<file path="src/rtl/mips_muldiv_unit_if.sv">
// Core-side bundle for the iterative multiply/divide unit: request operands,
// handshake flags and the architectural HI/LO registers.
interface mips_muldiv_unit_if #(
    parameter int unsigned WIDTH = 32
);
    logic             start;
    logic [2:0]       op;
    logic [WIDTH-1:0] a;
    logic [WIDTH-1:0] b;
    logic             busy;
    logic             done;
    logic             div_by_zero;
    logic [WIDTH-1:0] hi;
    logic [WIDTH-1:0] lo;

    modport master (
        output start, op, a, b,
        input  busy, done, div_by_zero, hi, lo
    );

    modport slave (
        input  start, op, a, b,
        output busy, done, div_by_zero, hi, lo
    );
endinterface

</file>
<file path="src/rtl/mips_muldiv_unit.sv">
// Iterative MIPS multiply/divide unit owning HI/LO: radix-2 shift-add multiply,
// restoring divide on operand magnitudes, sign fix-up in a final cycle.
module mips_muldiv_unit #(
    parameter int unsigned WIDTH = 32
) (
    input  logic               clk,
    input  logic               reset,
    mips_muldiv_unit_if.slave  bus
);
    localparam int unsigned CW = (WIDTH > 1) ? $clog2(WIDTH) : 1;
    localparam int unsigned PW = 2 * WIDTH;

    localparam logic [2:0] OP_MULT  = 3'b000;
    localparam logic [2:0] OP_MULTU = 3'b001;
    localparam logic [2:0] OP_DIV   = 3'b010;
    localparam logic [2:0] OP_DIVU  = 3'b011;
    localparam logic [2:0] OP_MTHI  = 3'b100;
    localparam logic [2:0] OP_MTLO  = 3'b101;

    typedef enum logic [1:0] {IDLE, MUL, DIV, FIX} state_t;

    state_t           state, state_nxt;
    logic [CW-1:0]    count, count_nxt;
    logic [WIDTH-1:0] acc_hi, acc_hi_nxt;
    logic [WIDTH-1:0] acc_lo, acc_lo_nxt;
    logic [WIDTH-1:0] mag, mag_nxt;
    logic             neg_q, neg_q_nxt;
    logic             neg_r, neg_r_nxt;
    logic             is_div, is_div_nxt;
    logic             busy_nxt, done_nxt, dbz_nxt;
    logic [WIDTH-1:0] hi_nxt, lo_nxt;

    logic             signed_op;
    logic             a_neg, b_neg;
    logic [WIDTH-1:0] a_mag, b_mag;
    logic [WIDTH:0]   mul_sum;
    logic [WIDTH:0]   div_sh;
    logic             div_ge;
    logic [WIDTH-1:0] div_diff;
    logic [PW-1:0]    prod, prod_fix;
    logic [WIDTH-1:0] quot_fix, rem_fix;

    // Operand magnitudes and per-iteration datapath
    always_comb begin
        signed_op = ~bus.op[0];
        a_neg     = signed_op & bus.a[WIDTH-1];
        b_neg     = signed_op & bus.b[WIDTH-1];
        a_mag     = a_neg ? (~bus.a + WIDTH'(1)) : bus.a;
        b_mag     = b_neg ? (~bus.b + WIDTH'(1)) : bus.b;
        mul_sum   = {1'b0, acc_hi} + (acc_lo[0] ? {1'b0, mag} : (WIDTH + 1)'(0));
        div_sh    = {acc_hi, acc_lo[WIDTH-1]};
        div_ge    = div_sh >= {1'b0, mag};
        div_diff  = div_sh[WIDTH-1:0] - mag;
        prod      = {acc_hi, acc_lo};
        prod_fix  = neg_q ? (~prod + PW'(1)) : prod;
        quot_fix  = neg_q ? (~acc_lo + WIDTH'(1)) : acc_lo;
        rem_fix   = neg_r ? (~acc_hi + WIDTH'(1)) : acc_hi;
    end

    // Next-state and registered-output logic
    always_comb begin
        state_nxt  = state;
        count_nxt  = count;
        acc_hi_nxt = acc_hi;
        acc_lo_nxt = acc_lo;
        mag_nxt    = mag;
        neg_q_nxt  = neg_q;
        neg_r_nxt  = neg_r;
        is_div_nxt = is_div;
        busy_nxt   = bus.busy;
        done_nxt   = 1'b0;
        dbz_nxt    = 1'b0;
        hi_nxt     = bus.hi;
        lo_nxt     = bus.lo;

        case (state)
            IDLE: begin
                if (bus.start) begin
                    case (bus.op)
                        OP_MULT, OP_MULTU: begin
                            mag_nxt    = a_mag;
                            acc_hi_nxt = '0;
                            acc_lo_nxt = b_mag;
                            neg_q_nxt  = a_neg ^ b_neg;
                            neg_r_nxt  = 1'b0;
                            is_div_nxt = 1'b0;
                            count_nxt  = '0;
                            busy_nxt   = 1'b1;
                            state_nxt  = MUL;
                        end
                        OP_DIV, OP_DIVU: begin
                            if (bus.b == '0) begin
                                hi_nxt   = bus.a;
                                lo_nxt   = '1;
                                done_nxt = 1'b1;
                                dbz_nxt  = 1'b1;
                            end else begin
                                mag_nxt    = b_mag;
                                acc_hi_nxt = '0;
                                acc_lo_nxt = a_mag;
                                neg_q_nxt  = a_neg ^ b_neg;
                                neg_r_nxt  = a_neg;
                                is_div_nxt = 1'b1;
                                count_nxt  = '0;
                                busy_nxt   = 1'b1;
                                state_nxt  = DIV;
                            end
                        end
                        OP_MTHI: begin
                            hi_nxt   = bus.a;
                            done_nxt = 1'b1;
                        end
                        OP_MTLO: begin
                            lo_nxt   = bus.a;
                            done_nxt = 1'b1;
                        end
                        default: ;
                    endcase
                end
            end
            MUL: begin
                {acc_hi_nxt, acc_lo_nxt} = {mul_sum, acc_lo[WIDTH-1:1]};
                count_nxt = count + CW'(1);
                if (count == CW'(WIDTH - 1)) begin
                    count_nxt = '0;
                    state_nxt = FIX;
                end
            end
            DIV: begin
                acc_hi_nxt = div_ge ? div_diff : div_sh[WIDTH-1:0];
                acc_lo_nxt = {acc_lo[WIDTH-2:0], div_ge};
                count_nxt  = count + CW'(1);
                if (count == CW'(WIDTH - 1)) begin
                    count_nxt = '0;
                    state_nxt = FIX;
                end
            end
            FIX: begin
                if (is_div) begin
                    hi_nxt = rem_fix;
                    lo_nxt = quot_fix;
                end else begin
                    {hi_nxt, lo_nxt} = prod_fix;
                end
                done_nxt  = 1'b1;
                busy_nxt  = 1'b0;
                state_nxt = IDLE;
            end
            default: state_nxt = IDLE;
        endcase
    end

    always_ff @(posedge clk) begin
        if (reset) begin
            state           <= IDLE;
            count           <= '0;
            acc_hi          <= '0;
            acc_lo          <= '0;
            mag             <= '0;
            neg_q           <= 1'b0;
            neg_r           <= 1'b0;
            is_div          <= 1'b0;
            bus.busy        <= 1'b0;
            bus.done        <= 1'b0;
            bus.div_by_zero <= 1'b0;
            bus.hi          <= '0;
            bus.lo          <= '0;
        end else begin
            state           <= state_nxt;
            count           <= count_nxt;
            acc_hi          <= acc_hi_nxt;
            acc_lo          <= acc_lo_nxt;
            mag             <= mag_nxt;
            neg_q           <= neg_q_nxt;
            neg_r           <= neg_r_nxt;
            is_div          <= is_div_nxt;
            bus.busy        <= busy_nxt;
            bus.done        <= done_nxt;
            bus.div_by_zero <= dbz_nxt;
            bus.hi          <= hi_nxt;
            bus.lo          <= lo_nxt;
        end
    end
endmodule

</file>
<file path="src/flat_wrapper.sv">
// flat-port wrapper written by rule: the top's interface ports become plain ports
module mips_muldiv_unit_flat 
#(
    parameter int unsigned WIDTH = 32
)
  (clk, reset, bus_start, bus_op, bus_a, bus_b, bus_busy, bus_done, bus_div_by_zero, bus_hi, bus_lo);
  mips_muldiv_unit_if #(.WIDTH(WIDTH)) bus_i ();
  input  logic clk;
  input  logic reset;
  input wire logic [$bits(bus_i.start)-1:0] bus_start;
  input wire logic [$bits(bus_i.op)-1:0] bus_op;
  input wire logic [$bits(bus_i.a)-1:0] bus_a;
  input wire logic [$bits(bus_i.b)-1:0] bus_b;
  output wire logic [$bits(bus_i.busy)-1:0] bus_busy;
  output wire logic [$bits(bus_i.done)-1:0] bus_done;
  output wire logic [$bits(bus_i.div_by_zero)-1:0] bus_div_by_zero;
  output wire logic [$bits(bus_i.hi)-1:0] bus_hi;
  output wire logic [$bits(bus_i.lo)-1:0] bus_lo;
  assign bus_i.start = bus_start;
  assign bus_i.op = bus_op;
  assign bus_i.a = bus_a;
  assign bus_i.b = bus_b;
  assign bus_busy = bus_i.busy;
  assign bus_done = bus_i.done;
  assign bus_div_by_zero = bus_i.div_by_zero;
  assign bus_hi = bus_i.hi;
  assign bus_lo = bus_i.lo;
  mips_muldiv_unit #(.WIDTH(WIDTH)) u_core (.clk(clk), .reset(reset), .bus(bus_i));
endmodule
</file>
<file path="config.mk">
export PLATFORM = sky130hd
export DESIGN_NAME = mips_muldiv_unit_flat
export DESIGN_NICKNAME = d
export VERILOG_FILES = /design/src/rtl/mips_muldiv_unit_if.sv /design/src/rtl/mips_muldiv_unit.sv /design/src/flat_wrapper.sv
export SDC_FILE = /design/constraint.sdc
export NUM_CORES = 1
export LEC_CHECK = 0
export ABC_AREA = 1
export CELL_PAD_IN_SITES_DETAIL_PLACEMENT = 0
export CELL_PAD_IN_SITES_GLOBAL_PLACEMENT = 1
export CORE_ASPECT_RATIO = 0.6
export CORE_MARGIN = 2
export CORE_UTILIZATION = 45
export CTS_CLUSTER_DIAMETER = 100
export DETAILED_ROUTE_END_ITERATION = 6
export PLACE_DENSITY = 0.92
export SETUP_SLACK_MARGIN = 0.02
export SLEW_MARGIN = 20
export SYNTH_ARGS = -nofsm -noshare
export SYNTH_HDL_FRONTEND = slang
export SYNTH_SLANG_ARGS = --single-unit
</file>
<file path="constraint.sdc">
create_clock -name clk -period 6.2 [get_ports clk]
set_clock_uncertainty 0.1 [all_clocks]
set_input_delay 1.24 -clock clk [delete_from_list [all_inputs] [get_ports clk]]
set_output_delay 1.24 -clock clk [all_outputs]
set_load 0.1 [all_outputs]
</file>
# Word-level counts from Yosys, hierarchy flattened
# Index checks and enable logic that the tools add are counted.
# totals
register_bits	173
inputBits	70
out_inout_bits	67
# classes
n_addsub	8
order_cmp	1
eq_ne	17
n_mux	50
bitwise_logic	12
reduce_logical	19
# op_table
operator	count
$mux 32	17
$pmux 32 s2	7
$pmux 32 s3	2
$add 32x1->32 const B	4
$not 32->32	4
$add 64x1->64 const B	1
$mux 64	1
$not 64->64	1
$add 32x33->33	1
$ge 33x32->1	1
$logic_not 32->1	1
$sub 32x32->32	1
$reduce_and 4->1	7
$pmux 5 s2	2
$mux 5	3
$pmux 1 s2	7
$ne 3x3->1 const B	4
$reduce_or 2->1	4
$eq 3x2->1 const B	2
$eq 3x3->1 const B	2
$mux 1	6
$mux 2	3
$pmux 2 s3	1
$reduce_bool 2->1	3
16 further kinds	22

# Logic depth before layout (Yosys ltp)
# logic_depth
word_depth	7
ltp_mapped	21
mapped_depth_nobuf	19

# Worst setup path before layout
# No wires, ideal clock.
# synth_timing
kind	input-to-reg
startpoint	input bus_b[1]
endpoint	register u_core.bus.lo[23]
setup_time_ps	118
arrival_ps	2664
required_time_ps	5982
setup_slack_ps	3318
path_stages	12
cell_sequence	inv_1 -> ha_1 -> nand3_2 -> nor2_2 -> nand2_2 -> o21ai_2 -> and2_4 -> buf_8 -> buf_6 -> nand3_1 -> o211ai_1 -> inv_1
# synth_between
elab_chain_cells	3
# synth_lines
item	line	rtl
start: declaration	flat_wrapper.sv:13	input wire logic [$bits(bus_i.b)-1:0] bus_b;
$logic_not 32->1	mips_muldiv_unit.sv:92	if (bus.b == '0) begin
$ne 3x2->1 (no source line)	n/a	
$reduce_and 4->1 (no source line)	n/a	
end signal: assignment	mips_muldiv_unit.sv:181	bus.lo <= lo_nxt;
end: declaration	mips_muldiv_unit_if.sv:23	output busy, done, div_by_zero, hi, lo
# No other way between the ends.
# A chain may end at the register's enable or synchronous reset.

# Worst setup path after layout
# layout_timing
startpoint	register u_core.acc_lo[0]
endpoint	register u_core.acc_hi[25]
# layout_between
elab_chain_cells	3
# layout_lines
item	line	rtl
start: declaration	mips_muldiv_unit.sv:25	logic [WIDTH-1:0] acc_lo, acc_lo_nxt;
start signal: assignment	mips_muldiv_unit.sv:172	acc_lo <= acc_lo_nxt;
$mux 32	mips_muldiv_unit.sv:50	mul_sum = {1'b0, acc_hi} + (acc_lo[0] ? {1'b0, mag} : (WIDTH + 1)'(0));
$add 32x33->33	mips_muldiv_unit.sv:50	
$pmux 32 s3	mips_muldiv_unit.sv:76	case (state)
end signal: assignment	mips_muldiv_unit.sv:171	acc_hi <= acc_hi_nxt;
end: declaration	mips_muldiv_unit.sv:24	logic [WIDTH-1:0] acc_hi, acc_hi_nxt;
# No other way between the ends.

==> flow_metrics.py <==
metrics = {
    "pwr": {
        "p_leak_nw": 9.98,
        "p_seq_frac": 0.209,
        "power.density_mw_per_mm2": 400,
        "clkPwrFrac": 0.139,
        "irDropWorstVdd_v": 0.000349,
        "switchingPower_mw": 5.06,
        "total_power_mw": 8.41,
        "p_int_mw": 3.34,
        "p_comb_frac": 0.652,
        "switching_share": 0.602,
    },
    "timing": {
        "tightestPinTransition_ns": 1.13,
        "fin_setup_tns_ns": 0,
        "period_minus_slack_ns": 4.13,
        "rsz0062_at_grt": "no",
        "fin_crit_sh": 0.665,
        "setup_viol": 0,
        "hold_slack_ns": 0.370,
        "max_clock_freq_mhz": 242,
        "slew_viol_final": 0,
        "final_hold_viol_count": 0,
        "slew_headroom": 0.246,
    },
    "yosys": {
        "ys_types": 59,
        "synth_common_cells": "nand2_1 (1036), inv_1 (409), nand3_1 (324), nor2_1 (292), a21oi_1 (187)",
        "synth-seq-cells": 173,
        "synth_area_leaders": "nand2_1 (21%), dfxtp_1 (18%), nand3_1 (8.6%)",
        "yosys.area.top_type": "nand2_1",
        "synth_most_common_cell": "nand2_1",
        "synthArstFlopShare": 0,
        "syn_area_sq_mm": 0.0189,
        "netlist_instances": 3307,
        "yosys_most_used_dff": "dfxtp_1",
        "avgSynthCellArea_sq_um": 5.70,
        "synth_nets": 3455,
        "synth_top_area_share": 0.206,
        "ys_warn_count": 0,
        "synth_edf_count": 0,
        "ys_seq_area_frac": 0.184,
    },
    "route": {
        "ant_nets": 0,
        "wl_met3_microns": 17500,
        "viasPerCell": 6.08,
        "vias": 24000,
        "routed_wl_microns": 95900,
        "drtIter0Drc": 4188,
        "wl_per_cell_microns": 24.3,
        "wl_met2_microns": 33200,
        "dr.pass1.iters": 7,
        "top_layer_used": "met5",
        "routedLengthMet1_microns": 43100,
        "drcViolationCount": 2,
    },
    "placement": {
        "postPlaceCellArea_sq_mm": 0.0204,
        "io_buffers": 136,
        "dp_hpwl_microns": 77500,
        "routabilityCongestion": 1.14,
    },
    "critical_path": {
        "worst_ep_required_time_ns": 6.49,
        "r2r_end": "u_core.acc_hi[25]",
        "reg2reg_slack_ns": 2.07,
        "r2r-start": "u_core.acc_lo[0]",
        "cp-end-kind": "flip-flop",
        "cp_data_arrival_time_ns": 4.41,
        "critical_path_class": "flip-flop to flip-flop",
        "ff2ff_path_depth": 18,
        "cp-start-kind": "flip-flop",
        "worstPathMaxFanout": 35,
    },
    "layout": {
        "fill_cells": 4460,
        "nets": 3509,
        "drive_gt1_frac": 0.0732,
        "fin_area_sq_mm": 0.0210,
        "finish.utilization": 0.506,
        "area_delta_synth_final_pct": 11.5,
    },
    "hold_path": {
        "hold_path.class": "flip-flop to flip-flop",
        "hold_depth": 2,
        "hp-start": "u_core.bus.hi[14]",
        "hold_end": "u_core.bus.hi[14]",
    },
    "clock_network": {
        "cts_max_path_buffers": 2,
        "cts_setup_buffers": 0,
        "cts_tree": "built",
        "post_cts_resized": 0,
        "worst_skew_pair.late_latency_ns": 0.46,
        "cts.htree.levels": 4,
        "numCtsBuffers": 17,
        "cts_sinks": 173,
        "cts.clk_slew.worst_paths_ns": 0.08,
        "hold_buffers": 0,
        "cts-root-buf": "clkbuf_16",
    },
    "status": {
        "violations": "DRC",
        "status": "complete, but fails checks",
    },
    "die": {
        "ios": 137,
        "core_area_sq_mm": 0.0416,
        "die_w_microns": 268,
        "start_util": 0.453,
        "dieArea_sq_mm": 0.0436,
        "dieHeight_microns": 163,
        "num_rows": 58,
    },
    "job": {
        "maxCapViolCount": 0,
    },
    "global_route": {
        "gr-usage-all-layers": 0.431,
        "grt_max_degree": 72,
        "grt_pass1_vias": 20900,
        "grt_pass1_wl_microns": 138000,
        "grt_antenna_before_repair": 6,
        "overflow": 0,
    },
}
-- critical path, stage by stage (launching register included) --
cell and delay [ns]:
dfxtp_2 0.95, nand2_1 0.13, inv_1 0.16, ha_1 0.27, inv_1 0.08, fa_1 0.42, inv_1 0.12, nand2_1 0.07
o21ai_1 0.48, nand2_1 0.10, nand2_1 0.16, nand2_1 0.07, nand2_1 0.14, nand2_1 0.09, nand3b_1 0.09, nand3_1 0.20
nand2_1 0.21, nand2_1 0.07, a21oi_1 0.12
-- cells in the final DEF (no fill, tap or decap), types with 5 or more instances in the layout --
| cell type | instances |
|---|---|
| nor4_1 | 6 |
| o21ai_0 | 170 |
| o21bai_1 | 6 |
| inv_6 | 6 |
| a31oi_1 | 18 |
| ha_1 | 73 |
| nor2_1 | 292 |
| o211ai_1 | 23 |
| clkbuf_16 | 17 |
| inv_1 | 408 |
| nor2_2 | 26 |
| nand3b_1 | 21 |
| a31oi_2 | 8 |
| nand2_2 | 19 |
| inv_2 | 21 |
| a22oi_1 | 11 |
| a211oi_2 | 9 |
| clkdlybuf4s50_1 | 135 |
| o211ai_2 | 5 |
| xor2_1 | 38 |
| xnor2_1 | 18 |
| buf_4 | 25 |
| nand2_1 | 1036 |
| or2_2 | 16 |
| o21ai_1 | 48 |
| o22ai_1 | 40 |
| nor3_1 | 31 |
| dfxtp_1 | 172 |
| nand3_2 | 7 |
| nor2_4 | 10 |
| a21oi_1 | 187 |
| nand4_1 | 38 |
| a21oi_2 | 44 |
| nand3_1 | 324 |
-- flip-flops by register name, summed over array words and instances, names as in the netlist --
signal                  cells
u_core.is_div               1
u_core.neg_q                1
u_core.neg_r                1
u_core.bus.done             1
u_core.state                2
u_core.bus.hi              32
u_core.mag                 32
u_core.count                5
u_core.bus.busy             1
u_core.acc_hi              32
u_core.bus.div_by_zero      1
u_core.acc_lo              32
u_core.bus.lo              32
-- per-layer routing --
metal / global-route usage / vias up
li1: - / 10900
met1: 0.663 / 11200
met2: 0.519 / 1706
met3: 0.201 / 150
met4: 0.0876 / 6
met5: 0.0259 / -
-- cells by family (layout without fill, tap and decap cells) --
group / Yosys count / in the layout / share of synthesized area
adders and majority gates: 78 / 78 / 0.0526
DFF: 173 / 173 / 0.184
and+or+nand+nor: 1845 / 1845 / 0.422
other: 0 / 2 / 0
xor gates and xnor gates: 56 / 56 / 0.0260
buffers and inverters: 558 / 624 / 0.123
AOI/OAI and AO/OA: 597 / 597 / 0.192
-- through the flow --
step / instances / setup WS (ns)
floorplan: 3307 / 3.32
global placement: 3912 / 1.80
detailed placement: 3912 / 1.73
CTS: 3943 / 2.20
global route: 3945 / 1.85
finish: 3945 / 2.07
-- layout make-up --
class,instances,area [sq um],area share
Multi-Input combinational cell,2576,13100,0.622
Sequential cell,173,3460,0.165
Inverter,432,1620,0.0772
Timing Repair Buffer,161,1560,0.0741
Tap cell,570,713,0.0339
Clock buffer,18,439,0.0209
Clock inverter,13,151,0.00720
Antenna cell,2,5.00,0.000238
-- how the worst max path moves through the flow --
stage,start,cells past startpoint,end,slack [ns]
6_report,u_core.acc_lo[0],18,u_core.acc_hi[25],2.07
5_1_grt,bus_b[0],11,u_core.bus.hi[31],1.85
4_1_cts,bus_b[0],11,u_core.bus.hi[31],2.20
3_5_place_dp,bus_b[0],11,u_core.bus.hi[31],1.73
3_3_place_gp,bus_b[0],11,u_core.bus.hi[31],1.80
2_1_floorplan,bus_b[1],12,u_core.bus.lo[23],3.32
-- power groups by stage --
stage	registers, mW	clock network [mW]	logic [mW]
6_report	1.76	1.17	5.48
5_1_grt	1.76	1.20	5.80
4_1_cts	1.72	1.16	5.30
3_5_place_dp	1.74	0	5.28
3_3_place_gp	1.73	0	5.25
2_1_floorplan	2.81	0	2.72
(Power assumes the default switching activity.)
